## src/rtl/clk_div_pkg.sv

```systemverilog
// Shared constants and helpers for the multi-channel clock divider.
package clk_div_pkg;
    localparam int DIV_MIN       = 2;
    localparam int DEFAULT_DIV_C = 12000000;

    // Channel-select width; a single channel still needs one select bit.
    function automatic int ch_w(input int n);
        return (n > 1) ? $clog2(n) : 1;
    endfunction
endpackage

```

## src/rtl/clk_div_multi_if.sv

```systemverilog
// Control/status bundle between the control logic and the divider block.
interface clk_div_multi_if #(
    parameter int NUM_CH = 3,
    parameter int CNT_W  = 25,
    parameter int CH_W   = 2
);
    logic [NUM_CH-1:0] en_in;
    logic              sync_in;
    logic              div_we_in;
    logic [CH_W-1:0]   div_ch_in;
    logic [CNT_W-1:0]  div_val_in;
    logic              div_err_out;
    logic [NUM_CH-1:0] clk_div_pulse_out;
    logic [NUM_CH-1:0] clk_div_sq_out;

    modport master (
        output en_in, sync_in, div_we_in, div_ch_in, div_val_in,
        input  div_err_out, clk_div_pulse_out, clk_div_sq_out
    );
    modport slave (
        input  en_in, sync_in, div_we_in, div_ch_in, div_val_in,
        output div_err_out, clk_div_pulse_out, clk_div_sq_out
    );
endinterface

```

## src/rtl/clk_div_chan.sv

```systemverilog
// One divider channel: period counter, active/shadow divisor, registered pulse and square wave.
module clk_div_chan
    import clk_div_pkg::*;
#(
    parameter int CNT_W       = 25,
    parameter int DEFAULT_DIV = DEFAULT_DIV_C
) (
    input  logic             clk_in,
    input  logic             rst_n_in,
    input  logic             en_in,
    input  logic             sync_in,
    input  logic             wr_in,
    input  logic [CNT_W-1:0] val_in,
    output logic             pulse_out,
    output logic             sq_out
);
    localparam logic [CNT_W-1:0] DEF = CNT_W'(DEFAULT_DIV);
    localparam logic [CNT_W-1:0] ONE = CNT_W'(1);

    logic [CNT_W-1:0] cnt_q, cnt_d;
    logic [CNT_W-1:0] a_q, a_d;
    logic [CNT_W-1:0] shadow_q, shadow_d;
    logic             pending_q, pending_d;
    logic             pulse_q, pulse_d;
    logic             sq_q, sq_d;
    logic             last;
    logic [CNT_W-1:0] a_next;

    always_comb begin
        cnt_d     = cnt_q;
        a_d       = a_q;
        shadow_d  = shadow_q;
        pending_d = pending_q;
        pulse_d   = 1'b0;
        sq_d      = 1'b0;
        last      = (cnt_q == a_q - ONE);
        a_next    = pending_q ? shadow_q : a_q;

        if (!en_in) begin
            // Park on the last count so re-enable pulses on the very next cycle.
            a_d       = a_next;
            pending_d = 1'b0;
            cnt_d     = a_next - ONE;
        end else if (sync_in) begin
            // Forced period boundary: pulse now, restart the count from zero.
            a_d       = a_next;
            pending_d = 1'b0;
            cnt_d     = '0;
            pulse_d   = 1'b1;
            sq_d      = 1'b1;
        end else begin
            pulse_d = last;
            sq_d    = last || (cnt_q < (a_q >> 1) - ONE);
            if (last) begin
                cnt_d     = '0;
                a_d       = a_next;
                pending_d = 1'b0;
            end else begin
                cnt_d = cnt_q + ONE;
            end
        end

        // A write landing on a boundary stays pending for the following one.
        if (wr_in) begin
            shadow_d  = val_in;
            pending_d = 1'b1;
        end
    end

    always_ff @(posedge clk_in or negedge rst_n_in) begin
        if (!rst_n_in) begin
            cnt_q     <= DEF - ONE;
            a_q       <= DEF;
            shadow_q  <= DEF;
            pending_q <= 1'b0;
            pulse_q   <= 1'b0;
            sq_q      <= 1'b0;
        end else begin
            cnt_q     <= cnt_d;
            a_q       <= a_d;
            shadow_q  <= shadow_d;
            pending_q <= pending_d;
            pulse_q   <= pulse_d;
            sq_q      <= sq_d;
        end
    end

    assign pulse_out = pulse_q;
    assign sq_out    = sq_q;
endmodule

```

## src/rtl/clk_div_multi.sv

```systemverilog
// Multi-channel programmable divider: write decode/validation plus an array of channels.
module clk_div_multi
    import clk_div_pkg::*;
#(
    parameter int NUM_CH      = 3,
    parameter int CNT_W       = 25,
    parameter int DEFAULT_DIV = DEFAULT_DIV_C
) (
    input logic           clk_in,
    input logic           rst_n_in,
    clk_div_multi_if.slave bus
);
    localparam int CH_W = ch_w(NUM_CH);

    logic              ch_ok;
    logic              val_ok;
    logic              wr_ok;
    logic              err_q, err_d;
    logic [NUM_CH-1:0] pulse;
    logic [NUM_CH-1:0] sq;

    always_comb begin
        ch_ok  = (int'(bus.div_ch_in) < NUM_CH);
        val_ok = (bus.div_val_in >= CNT_W'(DIV_MIN));
        wr_ok  = bus.div_we_in && ch_ok && val_ok;
        err_d  = bus.div_we_in && !(ch_ok && val_ok);
    end

    always_ff @(posedge clk_in or negedge rst_n_in) begin
        if (!rst_n_in) err_q <= 1'b0;
        else           err_q <= err_d;
    end

    for (genvar i = 0; i < NUM_CH; i++) begin : g_ch
        clk_div_chan #(
            .CNT_W       (CNT_W),
            .DEFAULT_DIV (DEFAULT_DIV)
        ) u_chan (
            .clk_in    (clk_in),
            .rst_n_in  (rst_n_in),
            .en_in     (bus.en_in[i]),
            .sync_in   (bus.sync_in),
            .wr_in     (wr_ok && (bus.div_ch_in == CH_W'(i))),
            .val_in    (bus.div_val_in),
            .pulse_out (pulse[i]),
            .sq_out    (sq[i])
        );
    end

    assign bus.div_err_out       = err_q;
    assign bus.clk_div_pulse_out = pulse;
    assign bus.clk_div_sq_out    = sq;
endmodule

```

## src/flat_wrapper.sv

```systemverilog
// flat-port wrapper written by rule: the top's interface ports become plain ports
module clk_div_multi_flat import clk_div_pkg::*;
#(
    parameter int NUM_CH      = 3,
    parameter int CNT_W       = 25,
    parameter int DEFAULT_DIV = DEFAULT_DIV_C
)
  (clk_in, rst_n_in, bus_en_in, bus_sync_in, bus_div_we_in, bus_div_ch_in, bus_div_val_in, bus_div_err_out, bus_clk_div_pulse_out, bus_clk_div_sq_out);
  clk_div_multi_if #(.NUM_CH(NUM_CH), .CNT_W(CNT_W), .CH_W(2)) bus_i ();
  input logic clk_in;
  input logic rst_n_in;
  input wire logic [$bits(bus_i.en_in)-1:0] bus_en_in;
  input wire logic [$bits(bus_i.sync_in)-1:0] bus_sync_in;
  input wire logic [$bits(bus_i.div_we_in)-1:0] bus_div_we_in;
  input wire logic [$bits(bus_i.div_ch_in)-1:0] bus_div_ch_in;
  input wire logic [$bits(bus_i.div_val_in)-1:0] bus_div_val_in;
  output wire logic [$bits(bus_i.div_err_out)-1:0] bus_div_err_out;
  output wire logic [$bits(bus_i.clk_div_pulse_out)-1:0] bus_clk_div_pulse_out;
  output wire logic [$bits(bus_i.clk_div_sq_out)-1:0] bus_clk_div_sq_out;
  assign bus_i.en_in = bus_en_in;
  assign bus_i.sync_in = bus_sync_in;
  assign bus_i.div_we_in = bus_div_we_in;
  assign bus_i.div_ch_in = bus_div_ch_in;
  assign bus_i.div_val_in = bus_div_val_in;
  assign bus_div_err_out = bus_i.div_err_out;
  assign bus_clk_div_pulse_out = bus_i.clk_div_pulse_out;
  assign bus_clk_div_sq_out = bus_i.clk_div_sq_out;
  clk_div_multi #(.NUM_CH(NUM_CH), .CNT_W(CNT_W), .DEFAULT_DIV(DEFAULT_DIV)) u_core (.clk_in(clk_in), .rst_n_in(rst_n_in), .bus(bus_i));
endmodule
```

## config.mk

```make
export PLATFORM = sky130hd
export DESIGN_NAME = clk_div_multi_flat
export DESIGN_NICKNAME = d
export VERILOG_FILES = /design/src/rtl/clk_div_pkg.sv /design/src/rtl/clk_div_multi_if.sv /design/src/rtl/clk_div_chan.sv /design/src/rtl/clk_div_multi.sv /design/src/flat_wrapper.sv
export SDC_FILE = /design/constraint.sdc
export NUM_CORES = 1
export LEC_CHECK = 0
export ABC_AREA = 1
export CAP_MARGIN = 40
export CELL_PAD_IN_SITES_DETAIL_PLACEMENT = 0
export CELL_PAD_IN_SITES_GLOBAL_PLACEMENT = 1
export CORE_MARGIN = 1
export CORE_UTILIZATION = 50
export DETAILED_ROUTE_END_ITERATION = 10
export PLACE_DENSITY = 0.91
export REMOVE_ABC_BUFFERS = 1
export SETUP_SLACK_MARGIN = 0.1
export SLEW_MARGIN = 20
export SYNTH_ARGS = -nofsm -noshare
export SYNTH_HDL_FRONTEND = slang
export SYNTH_SLANG_ARGS = --single-unit
```

## constraint.sdc

```tcl
create_clock -name clk_in -period 6.9 [get_ports clk_in]
set_input_delay 1.38 -clock clk_in [delete_from_list [all_inputs] [get_ports clk_in]]
set_output_delay 1.38 -clock clk_in [all_outputs]
set_load 0.02 [all_outputs]
```

==> flow_metrics.tcl <==
set metrics [dict create \
    outcome "finished clean" \
    synth_enable_flop_cells 0 \
    period_share 0.594 \
    clkSlewWorstSetupHoldPaths_ps 60 \
    rsz0062_at_grt "no" \
    clkSinkCount 235 \
    crit_path_start_kind "flop" \
    arrival_ps 4530 \
    drc_errors 0 \
    ys_seq_elements 235 \
    fin_util 0.553 \
    grt_first_pass_wirelength_um 95900 \
    stdcell_count 3366 \
    total_negative_setup_slack_ps 0 \
    routedWlPerCell_um 17.7 \
    die_area_mm2 0.0394 \
    fmax_ghz 0.244 \
    report.power.total_mw 6.40 \
    period_needed_ps 4100 \
    drt_pass1_iterations 6 \
    drive_above_1_share 0.0995 \
    grt_max_degree 124 \
    cellPowerDensity_mw_per_mm2 306 \
    cell_area_after_placement_mm2 0.0200 \
    final-seq-area_mm2 0.00602 \
    gpl_congestion 0.947 \
    io_pins 41 \
    criticalPathCategory "reg2reg" \
    slew_of_the_pin_with_the_lowest_slew_margin_ps 886 \
    syn-instance-count 2859 \
    cts_max_level 1 \
    leakagePower_nw 10.1 \
    die_height_um 199 \
    synth-main-ff-cell "dfrtp_1" \
    timing.critical_path.to_type "flop" \
    netlist.top_cell.by_area "nand2_1" \
    whs_ps 485 \
    syn_area_mm2 0.0193 \
    hpwlAfterDp_um 46400 \
    ys.warnings.count 0 \
    cts_post_setup_buffers_inserted 0 \
    fillerInstances 3806 \
    holdCritPathClass "reg2reg" \
    cp_data_required_time_ps 7330 \
    max-cap-violations 0 \
    n_antenna_cell 0 \
    slew_headroom 0.409 \
    grt_use_total 0.312 \
    globalRoute.totalOverflow 0 \
    synth.most_common_cell "nand2_1" \
    ys_seq_area_frac 0.312 \
    finish.instance_area_mm2 0.0209 \
    final_max_slew_violation_count 0 \
    die_w_um 199 \
    report.final.setup_viol 0 \
    yosys-top-cells-count "nand2_1, inv_1, nor2_1" \
    worstSkewPairLatency_ps 570 \
    vias_per_cell 5.44 \
    top_usage_layer_grt "met2" \
    dp_slack_ps 2780 \
    wirelength_um 59700 \
    ir_worst_vdd_uv 181 \
    finalClockSkew_ps 29.7 \
    dp_cells 3316 \
    cts-root-to-sink-buffers 3 \
    ant_nets 0 \
    asyncSetResetFlopFracSynth 1.00 \
    num_rows 71 \
    netlist-cell-type-count 51 \
    core_area_mm2 0.0378 \
    io_buffer_count 40 \
    tritoncts "built" \
    nets 2952 \
    crit_path_max_fanout 53 \
    cts.root.buffer_cell "clkbuf_16" \
    grt_pass1_vias 17600 \
    post_cts_resize_count 0 \
    final-hold-violation-count 0 \
    postCtsHoldBufs 0 \
    drt_iter0_drc 1461 \
    avgSynthCellArea_um2 6.75 \
    global_routing_usage_on_met2 0.508 \
    dr_total_vias 18300 \
    post_synth_main_area_contributors "nand2_1, dfrtp_1, dfstp_2, xor2_1, nand3_1" \
    p_r_area_growth_vs_syn_pct 8.38 \
    synth.top_cell.area_share 0.161 \
    multi_input_comb_area_mm2 0.0116 \
    post-route-worst-setup-slack_ps 2800 \
    grtUsageMet1 0.440 \
    cts_buffer_count 27 \
    initial_utilization 0.510 \
    groute.layer.met3.usage 0.0276 \
    antenna_found_initial 1 \
]
-- path summary, 6_finish.rpt --
kind                                              startpoint                                end  cells past startpoint  slack (ps)
setup / recovery                u_core.g_ch[0].u_chan.a_q[1]      u_core.g_ch[0].u_chan.a_q[14]                     17        2800
hold / removal             u_core.g_ch[2].u_chan.shadow_q[7]  u_core.g_ch[2].u_chan.shadow_q[7]                      2         490
setup reg to reg                u_core.g_ch[0].u_chan.a_q[1]      u_core.g_ch[0].u_chan.a_q[14]                     17        2800
hold reg to reg            u_core.g_ch[2].u_chan.shadow_q[7]  u_core.g_ch[2].u_chan.shadow_q[7]                      2         490
max in group asynchronous                           rst_n_in    u_core.g_ch[0].u_chan.pulse_out                      2        4790
min in group asynchronous                           rst_n_in       u_core.g_ch[1].u_chan.a_q[2]                      1         910
-- power by group --
| group | total, mW | internal, mW | switching (mW) |
|---|---|---|---|
| logic | 2.59 | 0.937 | 1.65 |
| registers | 2.27 | 1.77 | 0.501 |
| clock network | 1.55 | 0.941 | 0.606 |
-- kinds of logic after synthesis --
group	share of synthesized area
mux	0.000518
fa+ha+maj	0.0544
compound gates	0.0790
xor+xnor	0.0910
flops	0.312
simple gates	0.375
buf+inv	0.0881
-- placed cells by master (no fill, tap or decap), drive strengths merged, types with 2 or more instances in the layout --
master	n
nand4	54
buf	17
a31oi	5
nand3	260
dfrtp	124
bufinv	4
nor3	46
clkdlybuf4s50	39
o221ai	5
inv	308
or2	56
a211oi	5
a21oi	60
clkinv	8
o21bai	2
nor4	13
and2	6
xor2	148
o211ai	2
o21ai	205
clkbuf	40
nor2	304
ha	84
nand2	841
xnor2	50
o21a	2
dfstp	111
nand3b	50
-- registers in the layout, summed over array words and instances (netlist names) --
name                          count
u_core.bus.div_err_out            1
u_core.g_ch.u_chan.cnt_q         75
u_core.g_ch.u_chan.a_q           75
u_core.g_ch.u_chan.pulse_out      3
u_core.g_ch.u_chan.sq_out         3
u_core.g_ch.u_chan.shadow_q      75
u_core.g_ch.u_chan.pending_q      3
-- cell type report --
cell class / count / area share
sequential: 235 / 0.288
clock inverter: 10 / 0.00825
tap: 511 / 0.0305
inverter: 310 / 0.0556
timing repair buffer: 56 / 0.0257
multi-input combinational: 2204 / 0.555
clock buffer: 40 / 0.0375
-- critical path, cell delays in order, from the launching register on --
cell and delay (ps):
dfrtp_1 500, inv_1 310, ha_1 380, inv_1 90, nor2_2 410, nand2_1 340, inv_1 220, nand3_1 110
xor2_1 160, nand2_1 60, nor2_1 40, nand3_1 160, nor2_2 50, nand2_2 50, buf_4 490, nand2_4 340
nand2_1 150, nand2_1 60
-- routing by layer --
layer | wire (um) | part of all wire | vias to the layer above
met2 | 27000 | 0.45 | 543
met3 | 3250 | 0.054 | 89
li1 | - | - | 9102
met4 | 1680 | 0.028 | 0
met5 | 0 | 0 | -
met1 | 27800 | 0.47 | 8562
Power figures use the tool's default switching activity.
